## config.mk

```make
export PLATFORM = sky130hd
export DESIGN_NAME = trn_mwr_sink
export DESIGN_NICKNAME = d
export VERILOG_FILES = /design/src/rtl/trn_mwr_sink_pkg.sv /design/src/rtl/trn_mwr_realign.sv /design/src/rtl/trn_mwr_sink.sv
export SDC_FILE = /design/constraint.sdc
export NUM_CORES = 1
export LEC_CHECK = 0
export CAP_MARGIN = 20
export CORE_MARGIN = 5
export CORE_UTILIZATION = 35
export CTS_CLUSTER_SIZE = 24
export DETAILED_ROUTE_END_ITERATION = 6
export PLACE_DENSITY_LB_ADDON = 0.15
export SLEW_MARGIN = 15
export SYNTH_ARGS = -nofsm -noshare
export SYNTH_HDL_FRONTEND = slang
export SYNTH_SLANG_ARGS = --single-unit
```

## constraint.sdc

```tcl
create_clock -name trn_clk -period 5.4 [get_ports trn_clk]
set_clock_uncertainty 0.2 [all_clocks]
set_input_delay 0.81 -clock trn_clk [delete_from_list [all_inputs] [get_ports trn_clk]]
set_output_delay 0.81 -clock trn_clk [all_outputs]
set_load 0.005 [all_outputs]
```

## src/rtl/trn_mwr_sink_pkg.sv

```systemverilog
// Shared constants and helpers for the TRN Memory Write sink.
// Header decode values, trem encodings, FSM state codes and saturating counters.
package trn_mwr_sink_pkg;

    // {fmt, type} of Memory Write with 3DW and 4DW headers
    localparam logic [6:0] FmtTypeMwr32 = 7'b10_00000;
    localparam logic [6:0] FmtTypeMwr64 = 7'b11_00000;

    localparam logic [7:0] TremBoth  = 8'h00;
    localparam logic [7:0] TremUpper = 8'h0F;

    localparam logic [1:0] StIdle = 2'd0;
    localparam logic [1:0] StHdr2 = 2'd1;
    localparam logic [1:0] StData = 2'd2;
    localparam logic [1:0] StDrop = 2'd3;

    function automatic logic [15:0] sat_inc16(input logic [15:0] v);
        return (v == 16'hFFFF) ? v : v + 16'd1;
    endfunction

endpackage

```

## src/rtl/trn_mwr_realign.sv

```systemverilog
// Payload lane alignment for the TRN MWr sink: holding DW for 3DW headers,
// pass-through for 4DW headers, and the single-DW flush after end of TLP.
module trn_mwr_realign
    import trn_mwr_sink_pkg::*;
#(
    parameter int unsigned MEM_AW = 10
) (
    input  logic              clk_i,
    input  logic              rst_ni,
    input  logic              start_i,
    input  logic              mode_4dw_i,
    input  logic [MEM_AW-1:0] addr_i,
    input  logic              hold_v_i,
    input  logic              beat_i,
    input  logic [63:0]       td_i,
    input  logic              en_hi_i,
    input  logic              en_lo_i,
    input  logic              eof_ok_i,
    input  logic              drop_i,
    output logic [1:0]        mem_we_o,
    output logic [MEM_AW-1:0] mem_addr_o,
    output logic [63:0]       mem_dat_o
);

    logic              mode_q;
    logic [MEM_AW-1:0] waddr_q;
    logic [31:0]       hold_q;
    logic              hold_v_q;
    logic              flush_q;
    logic [1:0]        we_q;
    logic [MEM_AW-1:0] addr_q;
    logic [63:0]       dat_q;

    always_ff @(posedge clk_i) begin
        if (!rst_ni) begin
            mode_q   <= 1'b0;
            waddr_q  <= '0;
            hold_q   <= '0;
            hold_v_q <= 1'b0;
            flush_q  <= 1'b0;
            we_q     <= 2'b00;
            addr_q   <= '0;
            dat_q    <= '0;
        end else begin
            we_q <= 2'b00;
            // The cycle after eof never carries a payload beat, so the flush has the port to itself
            if (flush_q) begin
                we_q     <= 2'b10;
                addr_q   <= waddr_q;
                dat_q    <= {hold_q, 32'h0};
                flush_q  <= 1'b0;
                hold_v_q <= 1'b0;
            end
            if (start_i) begin
                mode_q   <= mode_4dw_i;
                waddr_q  <= addr_i;
                hold_q   <= td_i[31:0];
                hold_v_q <= hold_v_i;
                flush_q  <= eof_ok_i && hold_v_i;
            end
            if (beat_i) begin
                addr_q  <= waddr_q;
                waddr_q <= waddr_q + MEM_AW'(2);
                if (mode_q) begin
                    we_q  <= {en_hi_i, en_lo_i};
                    dat_q <= td_i;
                end else begin
                    we_q     <= {hold_v_q, en_hi_i};
                    dat_q    <= {hold_q, td_i[63:32]};
                    hold_q   <= td_i[31:0];
                    hold_v_q <= en_lo_i;
                    flush_q  <= eof_ok_i && en_lo_i;
                end
            end
            if (drop_i) begin
                hold_v_q <= 1'b0;
                flush_q  <= 1'b0;
            end
        end
    end

    assign mem_we_o   = we_q;
    assign mem_addr_o = addr_q;
    assign mem_dat_o  = dat_q;

endmodule

```

## src/rtl/trn_mwr_sink.sv

```systemverilog
// TRN 64-bit transmit sink: decodes MWr TLPs into a DW write port with TLP/drop/error counters.
// Define TRN_MWR_SINK_THROTTLE_EN for LFSR-driven backpressure on trn_tdst_rdy_n.
module trn_mwr_sink
    import trn_mwr_sink_pkg::*;
#(
    parameter int unsigned MEM_AW   = 10,
    parameter logic [31:0] WIN_BASE = 32'h0000_0000
) (
    input  logic              trn_clk,
    input  logic              trn_reset_n,
    input  logic [63:0]       trn_td,
    input  logic [7:0]        trn_trem_n,
    input  logic              trn_tsof_n,
    input  logic              trn_teof_n,
    input  logic              trn_tsrc_rdy_n,
    input  logic              trn_tsrc_dsc_n,
    output logic              trn_tdst_rdy_n,
    output logic              trn_tdst_dsc_n,
    output logic [1:0]        mem_we_o,
    output logic [MEM_AW-1:0] mem_addr_o,
    output logic [63:0]       mem_dat_o,
    output logic [31:0]       tlp_cnt_o,
    output logic [15:0]       drop_cnt_o,
    output logic              err_o,
    output logic [15:0]       err_cnt_o
);

    logic [1:0]  state_q, state_d;
    logic        is4dw_q, is4dw_d;
    logic [9:0]  len_q, len_d;
    logic [10:0] rem_q, rem_d;
    logic        ovf_q, ovf_d;
    logic [31:0] tlp_cnt_q, tlp_cnt_d;
    logic [15:0] drop_cnt_q, drop_cnt_d;
    logic [15:0] err_cnt_q, err_cnt_d;
    logic        err_q, err_d;
    logic        run_q;

    logic        acc, dsc, sof, eof, is_mwr;
    logic [10:0] len_eff;
    logic [29:0] hdr_dw;
    logic        hi_nz, in_win;
    logic [31:0] win_end;
    logic        trem_one, trem_bad;
    logic [1:0]  beat_dws;
    logic        en_hi, en_lo, ovf_now;
    logic [10:0] rem_after;
    logic        hdr_eof_ok, hdr_hold_v;
    logic        rl_start, rl_beat, rl_eof_ok, rl_drop, rl_hold_v;

`ifdef TRN_MWR_SINK_THROTTLE_EN
    logic [15:0] lfsr_q;

    always_ff @(posedge trn_clk) begin
        if (!trn_reset_n) begin
            lfsr_q <= 16'hACE1;
        end else begin
            lfsr_q <= {lfsr_q[14:0], lfsr_q[15] ^ lfsr_q[13] ^ lfsr_q[12] ^ lfsr_q[10]};
        end
    end

    assign trn_tdst_rdy_n = !run_q || (lfsr_q[1:0] == 2'b00);
`else
    assign trn_tdst_rdy_n = !run_q;
`endif

    assign trn_tdst_dsc_n = 1'b1;

    assign acc    = !trn_tsrc_rdy_n && !trn_tdst_rdy_n;
    assign dsc    = !trn_tsrc_dsc_n;
    assign sof    = !trn_tsof_n;
    assign eof    = !trn_teof_n;
    assign is_mwr = (trn_td[62:56] == FmtTypeMwr32) || (trn_td[62:56] == FmtTypeMwr64);

    // A length field of 0 encodes 1024 DWs
    assign len_eff = {len_q == 10'd0, len_q};
    assign hdr_dw  = is4dw_q ? trn_td[31:2] : trn_td[63:34];
    assign hi_nz   = is4dw_q && (trn_td[63:32] != 32'h0);
    assign win_end = 32'(hdr_dw[MEM_AW-1:0]) + 32'(len_eff);
    assign in_win  = (hdr_dw[29:MEM_AW] == WIN_BASE[31:MEM_AW+2]) &&
                     (win_end <= (32'd1 << MEM_AW));

    assign trem_one  = (trn_trem_n == TremUpper);
    assign trem_bad  = eof && !(trem_one || (trn_trem_n == TremBoth));
    assign beat_dws  = (eof && trem_one) ? 2'd1 : 2'd2;
    assign en_hi     = (rem_q != 11'd0);
    assign en_lo     = (beat_dws == 2'd2) && (rem_q >= 11'd2);
    assign ovf_now   = ovf_q || ({9'd0, beat_dws} > rem_q);
    assign rem_after = rem_q - 11'(en_hi) - 11'(en_lo);

    assign hdr_eof_ok = !is4dw_q && (trn_trem_n == TremBoth) && (len_eff == 11'd1);
    assign hdr_hold_v = !is4dw_q && !(eof && trem_one);

    always_comb begin
        state_d    = state_q;
        is4dw_d    = is4dw_q;
        len_d      = len_q;
        rem_d      = rem_q;
        ovf_d      = ovf_q;
        tlp_cnt_d  = tlp_cnt_q;
        drop_cnt_d = drop_cnt_q;
        err_cnt_d  = err_cnt_q;
        err_d      = err_q;
        rl_start   = 1'b0;
        rl_beat    = 1'b0;
        rl_eof_ok  = 1'b0;
        rl_drop    = 1'b0;
        rl_hold_v  = 1'b0;
        // Discontinue aborts on any cycle, even when no beat is accepted
        if (dsc) begin
            state_d    = StIdle;
            rl_drop    = 1'b1;
            drop_cnt_d = sat_inc16(drop_cnt_q);
        end else if (acc) begin
            case (state_q)
                StIdle: begin
                    if (!sof || eof) begin
                        err_d     = 1'b1;
                        err_cnt_d = sat_inc16(err_cnt_q);
                    end else begin
                        is4dw_d = trn_td[61];
                        len_d   = trn_td[41:32];
                        state_d = is_mwr ? StHdr2 : StDrop;
                    end
                end
                StHdr2: begin
                    if (hi_nz || !in_win) begin
                        if (eof) begin
                            state_d    = StIdle;
                            drop_cnt_d = sat_inc16(drop_cnt_q);
                        end else begin
                            state_d = StDrop;
                        end
                    end else begin
                        rl_start  = 1'b1;
                        rl_hold_v = hdr_hold_v;
                        rem_d     = is4dw_q ? len_eff : len_eff - 11'd1;
                        ovf_d     = 1'b0;
                        if (eof) begin
                            state_d = StIdle;
                            if (hdr_eof_ok) begin
                                rl_eof_ok = 1'b1;
                                tlp_cnt_d = tlp_cnt_q + 32'd1;
                            end else begin
                                rl_drop   = 1'b1;
                                err_d     = 1'b1;
                                err_cnt_d = sat_inc16(err_cnt_q);
                            end
                        end else begin
                            state_d = StData;
                        end
                    end
                end
                StData: begin
                    rl_beat = 1'b1;
                    rem_d   = rem_after;
                    ovf_d   = ovf_now;
                    if (eof) begin
                        state_d = StIdle;
                        if (!ovf_now && (rem_after == 11'd0) && !trem_bad) begin
                            rl_eof_ok = 1'b1;
                            tlp_cnt_d = tlp_cnt_q + 32'd1;
                        end else begin
                            rl_drop   = 1'b1;
                            err_d     = 1'b1;
                            err_cnt_d = sat_inc16(err_cnt_q);
                        end
                    end
                end
                default: begin
                    if (eof) begin
                        state_d    = StIdle;
                        drop_cnt_d = sat_inc16(drop_cnt_q);
                    end
                end
            endcase
        end
    end

    always_ff @(posedge trn_clk) begin
        if (!trn_reset_n) begin
            state_q    <= StIdle;
            is4dw_q    <= 1'b0;
            len_q      <= '0;
            rem_q      <= '0;
            ovf_q      <= 1'b0;
            tlp_cnt_q  <= '0;
            drop_cnt_q <= '0;
            err_cnt_q  <= '0;
            err_q      <= 1'b0;
            run_q      <= 1'b0;
        end else begin
            state_q    <= state_d;
            is4dw_q    <= is4dw_d;
            len_q      <= len_d;
            rem_q      <= rem_d;
            ovf_q      <= ovf_d;
            tlp_cnt_q  <= tlp_cnt_d;
            drop_cnt_q <= drop_cnt_d;
            err_cnt_q  <= err_cnt_d;
            err_q      <= err_d;
            run_q      <= 1'b1;
        end
    end

    trn_mwr_realign #(
        .MEM_AW(MEM_AW)
    ) u_realign (
        .clk_i      (trn_clk),
        .rst_ni     (trn_reset_n),
        .start_i    (rl_start),
        .mode_4dw_i (is4dw_q),
        .addr_i     (hdr_dw[MEM_AW-1:0]),
        .hold_v_i   (rl_hold_v),
        .beat_i     (rl_beat),
        .td_i       (trn_td),
        .en_hi_i    (en_hi),
        .en_lo_i    (en_lo),
        .eof_ok_i   (rl_eof_ok),
        .drop_i     (rl_drop),
        .mem_we_o   (mem_we_o),
        .mem_addr_o (mem_addr_o),
        .mem_dat_o  (mem_dat_o)
    );

    assign tlp_cnt_o  = tlp_cnt_q;
    assign drop_cnt_o = drop_cnt_q;
    assign err_o      = err_q;
    assign err_cnt_o  = err_cnt_q;

endmodule

```

Word-level counts from Yosys, hierarchy flattened

Index checks and enable logic that the tools add are counted.

Flip-flop bits (word level): 212
Word-level logic and storage cells: 189

Reductions and logical operators: 47
Add/sub/neg operators: 8
$lt $le $gt $ge: 3
Bitwise operators: 2
Mux-type cells: 89
Eq/ne operators: 22

Operators by type and width:

| cell                                                                                | count |
|---|---|
| 32-bit 2-to-1 mux                                                                   | 8 |
| 16-bit 2-to-1 mux                                                                   | 12 |
| 64-bit 2-to-1 mux                                                                   | 3 |
| 32-bit one-hot mux with 2 select lines                                              | 1 |
| 16-bit one-hot mux with 3 select lines                                              | 1 |
| 1-bit 2-to-1 mux                                                                    | 40 |
| 10-bit 2-to-1 mux                                                                   | 4 |
| 16-bit by 1-bit adder with 16-bit output (second input constant)                    | 2 |
| 32-bit by 1-bit adder with 32-bit output (second input constant)                    | 1 |
| 16-bit == test (second input constant)                                              | 2 |
| 16-bit one-hot mux with 2 select lines                                              | 1 |
| 32-bit nonzero test                                                                 | 1 |
| 30-bit 2-to-1 mux                                                                   | 1 |
| 11-bit 2-to-1 mux                                                                   | 2 |
| 11-bit one-hot mux with 2 select lines                                              | 1 |
| 11-bit by 1-bit subtractor with 11-bit output                                       | 2 |
| 20-bit zero test                                                                    | 1 |
| 2-bit 2-to-1 mux                                                                    | 10 |
| 2-bit inequality test (second input constant)                                       | 10 |
| 7-bit == test (second input constant)                                               | 2 |
| 1-bit logical AND                                                                   | 13 |
| 10-bit by 11-bit adder with 12-bit output                                           | 1 |
| 12-bit by 11-bit less-or-equal comparator with 1-bit output (second input constant) | 1 |
| 11-bit by 1-bit == test with 1-bit output (second input constant)                   | 1 |
| 29 further kinds                                                                    | 50 |

Depth between registers and ports, before layout

Depth after elaboration: 18
Depth in mapped cells: 17

Hierarchy

A second synthesis with hierarchy kept.

Cell total of the unflattened synthesis: 1380
Area total of the unflattened synthesis: 11508.5 µm²

Modules (own cells, without submodules):

| module          | times used | cells an instance | area each (µm²) |
|---|---|---|---|
| trn_mwr_sink    | 1          | 743               | 5929.4 |
| trn_mwr_realign | 1          | 637               | 5579.1 |

Worst setup path before layout

OpenSTA, ideal clock, no wires.

Path kind: input to register
Start: input port trn_trem_n[5]
End: register tlp_cnt_q[18] (netlist: tlp_cnt_o[18])
Path buffers: 1
Required time: 5.130 ns
Data arrival time: 4.789 ns
Slack: 0.341 ns
Stages on the path: 14
Cells stage by stage: or4_4 > or3_1 > nand2_1 > fa_1 > ha_1 > or4_1 > xnor2_1 > nor3_1 > and4_4 > o22ai_2 > or3_1 > buf_2 > or4b_1 > a21oi_1

Cells in the longest elaborated chain, start to end: 11
Elaborated cells on any way between the ends: 22
Those cells by class: add/sub (1); order compare (1); eq/ne (4); mux (1); reduce/logical (15)

RTL lines:

| element                                       | RTL line            | source |
|---|---|---|
| start, declared                               | trn_mwr_sink.sv:12  | `input logic [7:0] trn_trem_n,` |
| 8-bit by 4-bit == test with 1-bit output      | trn_mwr_sink.sv:83  | `assign trem_one = (trn_trem_n == TremUpper);` |
| 1-bit logical AND                             | trn_mwr_sink.sv:85  | `assign beat_dws = (eof && trem_one) ? 2'd1 : 2'd2;` |
| 2-bit 2-to-1 mux                              | trn_mwr_sink.sv:85  |  |
| 2-bit == test                                 | trn_mwr_sink.sv:87  | `assign en_lo = (beat_dws == 2'd2) && (rem_q >= 11'd2);` |
| 1-bit logical AND                             | trn_mwr_sink.sv:87  |  |
| 11-bit by 1-bit subtractor with 11-bit output | trn_mwr_sink.sv:89  | `assign rem_after = rem_q - 11'(en_hi) - 11'(en_lo);` |
| 11-bit zero test                              | trn_mwr_sink.sv:160 | `if (!ovf_now && (rem_after == 11'd0) && !trem_bad) begin` |
| 1-bit logical AND (2 in a row)                | trn_mwr_sink.sv:160 |  |
| 2-bit inequality test (no line)               | --                  |  |
| 8-bit AND reduction (no line) (*)             | --                  |  |
| end signal, assigned                          | trn_mwr_sink.sv:198 | `tlp_cnt_q <= tlp_cnt_d;` |
| end, declared                                 | trn_mwr_sink.sv:33  | `logic [31:0] tlp_cnt_q, tlp_cnt_d;` |

Mark *: on every way between the ends. The rest lies on a longest branch, timed or not.
A chain may end at the register's enable or synchronous reset.

Worst setup path in the final report

Ends and elaborated chain as after synthesis.

==> summary.md <==
| Metric | Value |
|---|---|
| Wire length of the first global-routing pass | `54.1 mm` |
| Worst EP arrival | `5.41 ns` |
| I/O pins | `221` |
| DP Worst Slack | `-0.307 ns` |
| Bufs and invs on worst path | `1` |
| Crit. End Element | `flop` |
| Max-slew headroom | `39.3%` |
| Synth warn | `0` |
| Sequential power share | `42.5%` |
| Setup bufs post-CTS | `0` |
| Max Slew Vio Count | `0` |
| Die area | `34500 µm²` |
| Vias in the first global route | `9948` |
| Netlist cell types | `76` |
| Top cells by area, synth | `dfxtp_1 39%, mux2i_1 6.4%, nand2_1 5.9%, o21ai_0 5.0%, a21oi_1 3.9%` |
| Internal reg-to-reg setup slack | `0.50 ns` |
| Slowest CP cell | `or4_1` |
| Initial antenna violation count | `1` |
| Post-cts gate resize count | `0` |
| Psw | `828 µW` |
| Hold Path End | `u_realign.mem_dat_o[43]` |
| Nets | `1615` |
| Outcome | `finished, final reports clean` |
| Leakage | `5.20 nW` |
| Sequential share of the synthesized area | `39.3%` |
| Tcrit/Tclk final | `96.2%` |
| CTS tree | `done` |
| Dominant synthesized flop cell | `dfxtp_1` |
| Via density | `5.31` |
| Synth async-reset ratio | `0%` |
| Non-Filler Instances | `1923` |
| Half-perimeter wire length after placement | `24.4 mm` |
| Drt total wl | `34.4 mm` |
| Setup violators final | `0` |
| Clk pwr share | `50.3%` |
| RR Endpoint | `tlp_cnt_o[19]` |
| Chip width | `186 µm` |
| Post-synth EDFFs | `0` |
| Syn_area_per_cell | `8.34 µm²` |
| Initial core utilization | `35.4%` |
| Power Density | `256 nW/µm²` |
| CP Launch Type | `primary input` |
| Worst r2r path cells | `14` |
| Clock sink total | `212` |
| Most used cell, CP | `or3_1` |
| Hold Violations, Final | `0` |
| CP max stage delay | `0.55 ns` |
| Cell count after placement | `1878` |
| DRT Pass-1 Iters | `5` |
| Final min period | `5.19 ns` |
| RSZ-0062 raised after global routing | `false` |
| Clock Path Buffers | `3` |
| Pint | `2.88 mW` |
| Synth-to-layout area growth | `34.1%` |
| Combinational power share | `7.2%` |
| Maximum VDD drop | `208 µV` |
| HP Class | `flop to flop` |
| IO Port Bufs | `219` |
| CP top delay family | `simple AND/OR/NAND/NOR gates` |
| Vias post-DR | `10200` |
| GRT overflow | `0` |
| DRC violations left | `0` |
| Antenna viol nets, final | `0` |
| Largest net degree at the start of global routing | `65` |
| Clock-pin slew on the worst setup and hold paths | `0.06 ns` |
| # hold bufs at CTS | `0` |
| Total global-route track usage | `19.1%` |
| Num rows | `64` |
| WP data required | `5.62 ns` |
| Total core area | `30500 µm²` |
| ANT cells | `0` |
| CP cell instances | `clkdlybuf4s50_1, or4_4, or3_1, nand2_1, fa_1, ha_1, or4_1, xnor2_1, nor3_1, and4_4, o22ai_2, or3_1, or4b_1, a21oi_1` |
| Max Fclk | `193 MHz` |
| Worst-margin pin slew | `0.909 ns` |
| Wire length per cell | `17.9 µm` |
| Reg2reg start | `is4dw_q` |
| GP Congestion | `0.854` |
| Max cap viols | `0` |
| Share of cells above drive strength 1 | `9.76%` |
| Yosys reg bits | `212` |
| TNS Setup | `0 ns` |
| Post-Syn Instances | `1295` |
| Switching portion of total power | `22.3%` |
| Min-delay src | `u_realign.mem_dat_o[43]` |
| Root buf cell | `clkbuf_16` |
| CP Max Fanout | `9` |
| Post-synth top area share | `39.3%` |
| Setup ws final | `0.207 ns` |
| H-Tree Depth | `1` |
| Hold Path Cell Cnt | `2` |
| Crit Path Class | `primary input to flop` |
| Clock Latency Late Sink | `0.52 ns` |
| Yosys top cell by area | `dfxtp_1` |
| Syn nets | `1400` |
| Initial DRC Count | `551` |
| TritonCTS Buffers | `25` |
| Mapped Area | `10800 µm²` |
| Die height | `186 µm` |
==> layout make-up <==
cell class | instances | area [µm²]
Sequential cell | 212 | 4250
Clock inverter | 9 | 173
Multi-Input combinational cell | 974 | 6150
Inverter | 32 | 121
Tap cell | 396 | 495
Timing Repair Buffer | 265 | 2560
Clock buffer | 35 | 743
Fill cell | 3041 | 16000
==> per-stage QoR <==
step	utilization (%)	hold WS, ns	instance area, µm²	power, mW
2_1_floorplan	-	0.236	10800	1.74
3_3_place_gp	44.4	0.232	13500	1.88
6_report	47.5	0.249	14500	3.71
4_1_cts	47.5	0.254	14500	3.75
5_1_grt	47.5	0.279	14500	3.84
3_5_place_dp	44.5	0.241	13600	1.88
==> metal layers <==
layer	GRT usage [%]	share of wire, %	vias up	wire, µm
li1	-	-	5126	-
met1	26.7	48	4769	16400
met2	30.9	44	263	15300
met3	3.52	6.1	45	2110
met4	3.85	1.9	2	646
met5	0	0.038	-	13
==> kinds of logic (layout without fill, tap and decap cells) <==
| family | after synthesis | after routing | synth area share, % |
|---|---|---|---|
| buf+inv | 109 | 341 | 3.96 |
| xor+xnor | 43 | 43 | 3.49 |
| simple gates | 507 | 507 | 23.5 |
| mux | 95 | 95 | 9.10 |
| flops | 212 | 212 | 39.3 |
| compound gates | 301 | 301 | 17.4 |
| fa+ha+maj | 27 | 27 | 3.27 |
| other cells | 1 | 1 | 0.0347 |
==> sequential cells by signal, summed over array words and instances, names as in the netlist, 2 cells and up <==
register and count:
drop_cnt_o 16, err_cnt_o 16, len_q 10, rem_q 11, state_q 2, tlp_cnt_o 32, u_realign.hold_q 32, u_realign.mem_addr_o 10
u_realign.mem_dat_o 64, u_realign.mem_we_o 2, u_realign.waddr_q 10
==> tightest hold or removal path: cells and delay by family, from the launching register on <==
kind            cells  cell delay (ns)
simple gates        1             0.04
compound gates      1             0.05
flops               1             0.32
==> cells in the final DEF, fill, tap and decap left out, types with 25 or more instances in the layout <==
cell             instances
ha_1                    25
a21oi_1                 84
or3_1                   25
nand4_1                 25
nor2_1                  82
nor4_1                  25
clkbuf_16               25
nand3_1                 75
o21ai_0                106
clkdlybuf4s50_1        218
nand2_1                168
xnor2_1                 31
mux2i_1                 69
mux2_2                  26
dfxtp_1                211
buf_4                   44
inv_1                   31
==> worst max path at each step <==
stage / startpoint / end / depth (start not counted)
3_5_place_dp: trn_trem_n[5] / tlp_cnt_o[18] / 14
2_1_floorplan: trn_trem_n[5] / tlp_cnt_o[18] / 14
6_report: trn_trem_n[5] / tlp_cnt_o[18] / 14
3_3_place_gp: trn_trem_n[5] / tlp_cnt_o[18] / 14
4_1_cts: trn_trem_n[5] / tlp_cnt_o[18] / 14
5_1_grt: trn_trem_n[4] / tlp_cnt_o[18] / 14
==> power by group through the flow <==
| stage | clock network (mW) | registers, mW | logic (mW) |
|---|---|---|---|
| floorplan | 0 | 1.61 | 0.133 |
| global placement | 0 | 1.61 | 0.266 |
| detailed placement | 0 | 1.61 | 0.268 |
| CTS | 1.91 | 1.58 | 0.270 |
| global route | 1.97 | 1.58 | 0.293 |
| finish | 1.87 | 1.58 | 0.268 |
==> synthesized netlist by cell type (3+ instances only) <==
| cell type | number |
|---|---|
| a211oi_1 | 12 |
| a21boi_0 | 5 |
| a21o_1 | 6 |
| a21oi_1 | 84 |
| a22o_1 | 9 |
| a31o_2 | 5 |
| a31oi_1 | 6 |
| and2_1 | 6 |
| and3_1 | 11 |
| and4_1 | 5 |
| buf_1 | 6 |
| buf_2 | 12 |
| clkbuf_1 | 58 |
| dfxtp_1 | 212 |
| ha_1 | 25 |
| inv_1 | 31 |
| mux2_2 | 26 |
| mux2i_1 | 69 |
| nand2_1 | 169 |
| nand2b_1 | 8 |
| nand3_1 | 75 |
| nand3b_1 | 18 |
| nand4_1 | 25 |
| nor2_1 | 83 |
| nor2b_1 | 4 |
| nor3_1 | 16 |
| nor4_1 | 25 |
| nor4b_1 | 3 |
| o211ai_1 | 6 |
| o21a_1 | 8 |
| o21ai_0 | 107 |
| o221a_2 | 6 |
| o22ai_1 | 3 |
| o31a_1 | 3 |
| o31ai_1 | 11 |
| o41ai_1 | 3 |
| or2_2 | 5 |
| or3_1 | 25 |
| or4_1 | 13 |
| xnor2_1 | 31 |
| xor2_1 | 12 |
Power figures use the tool's default switching activity.
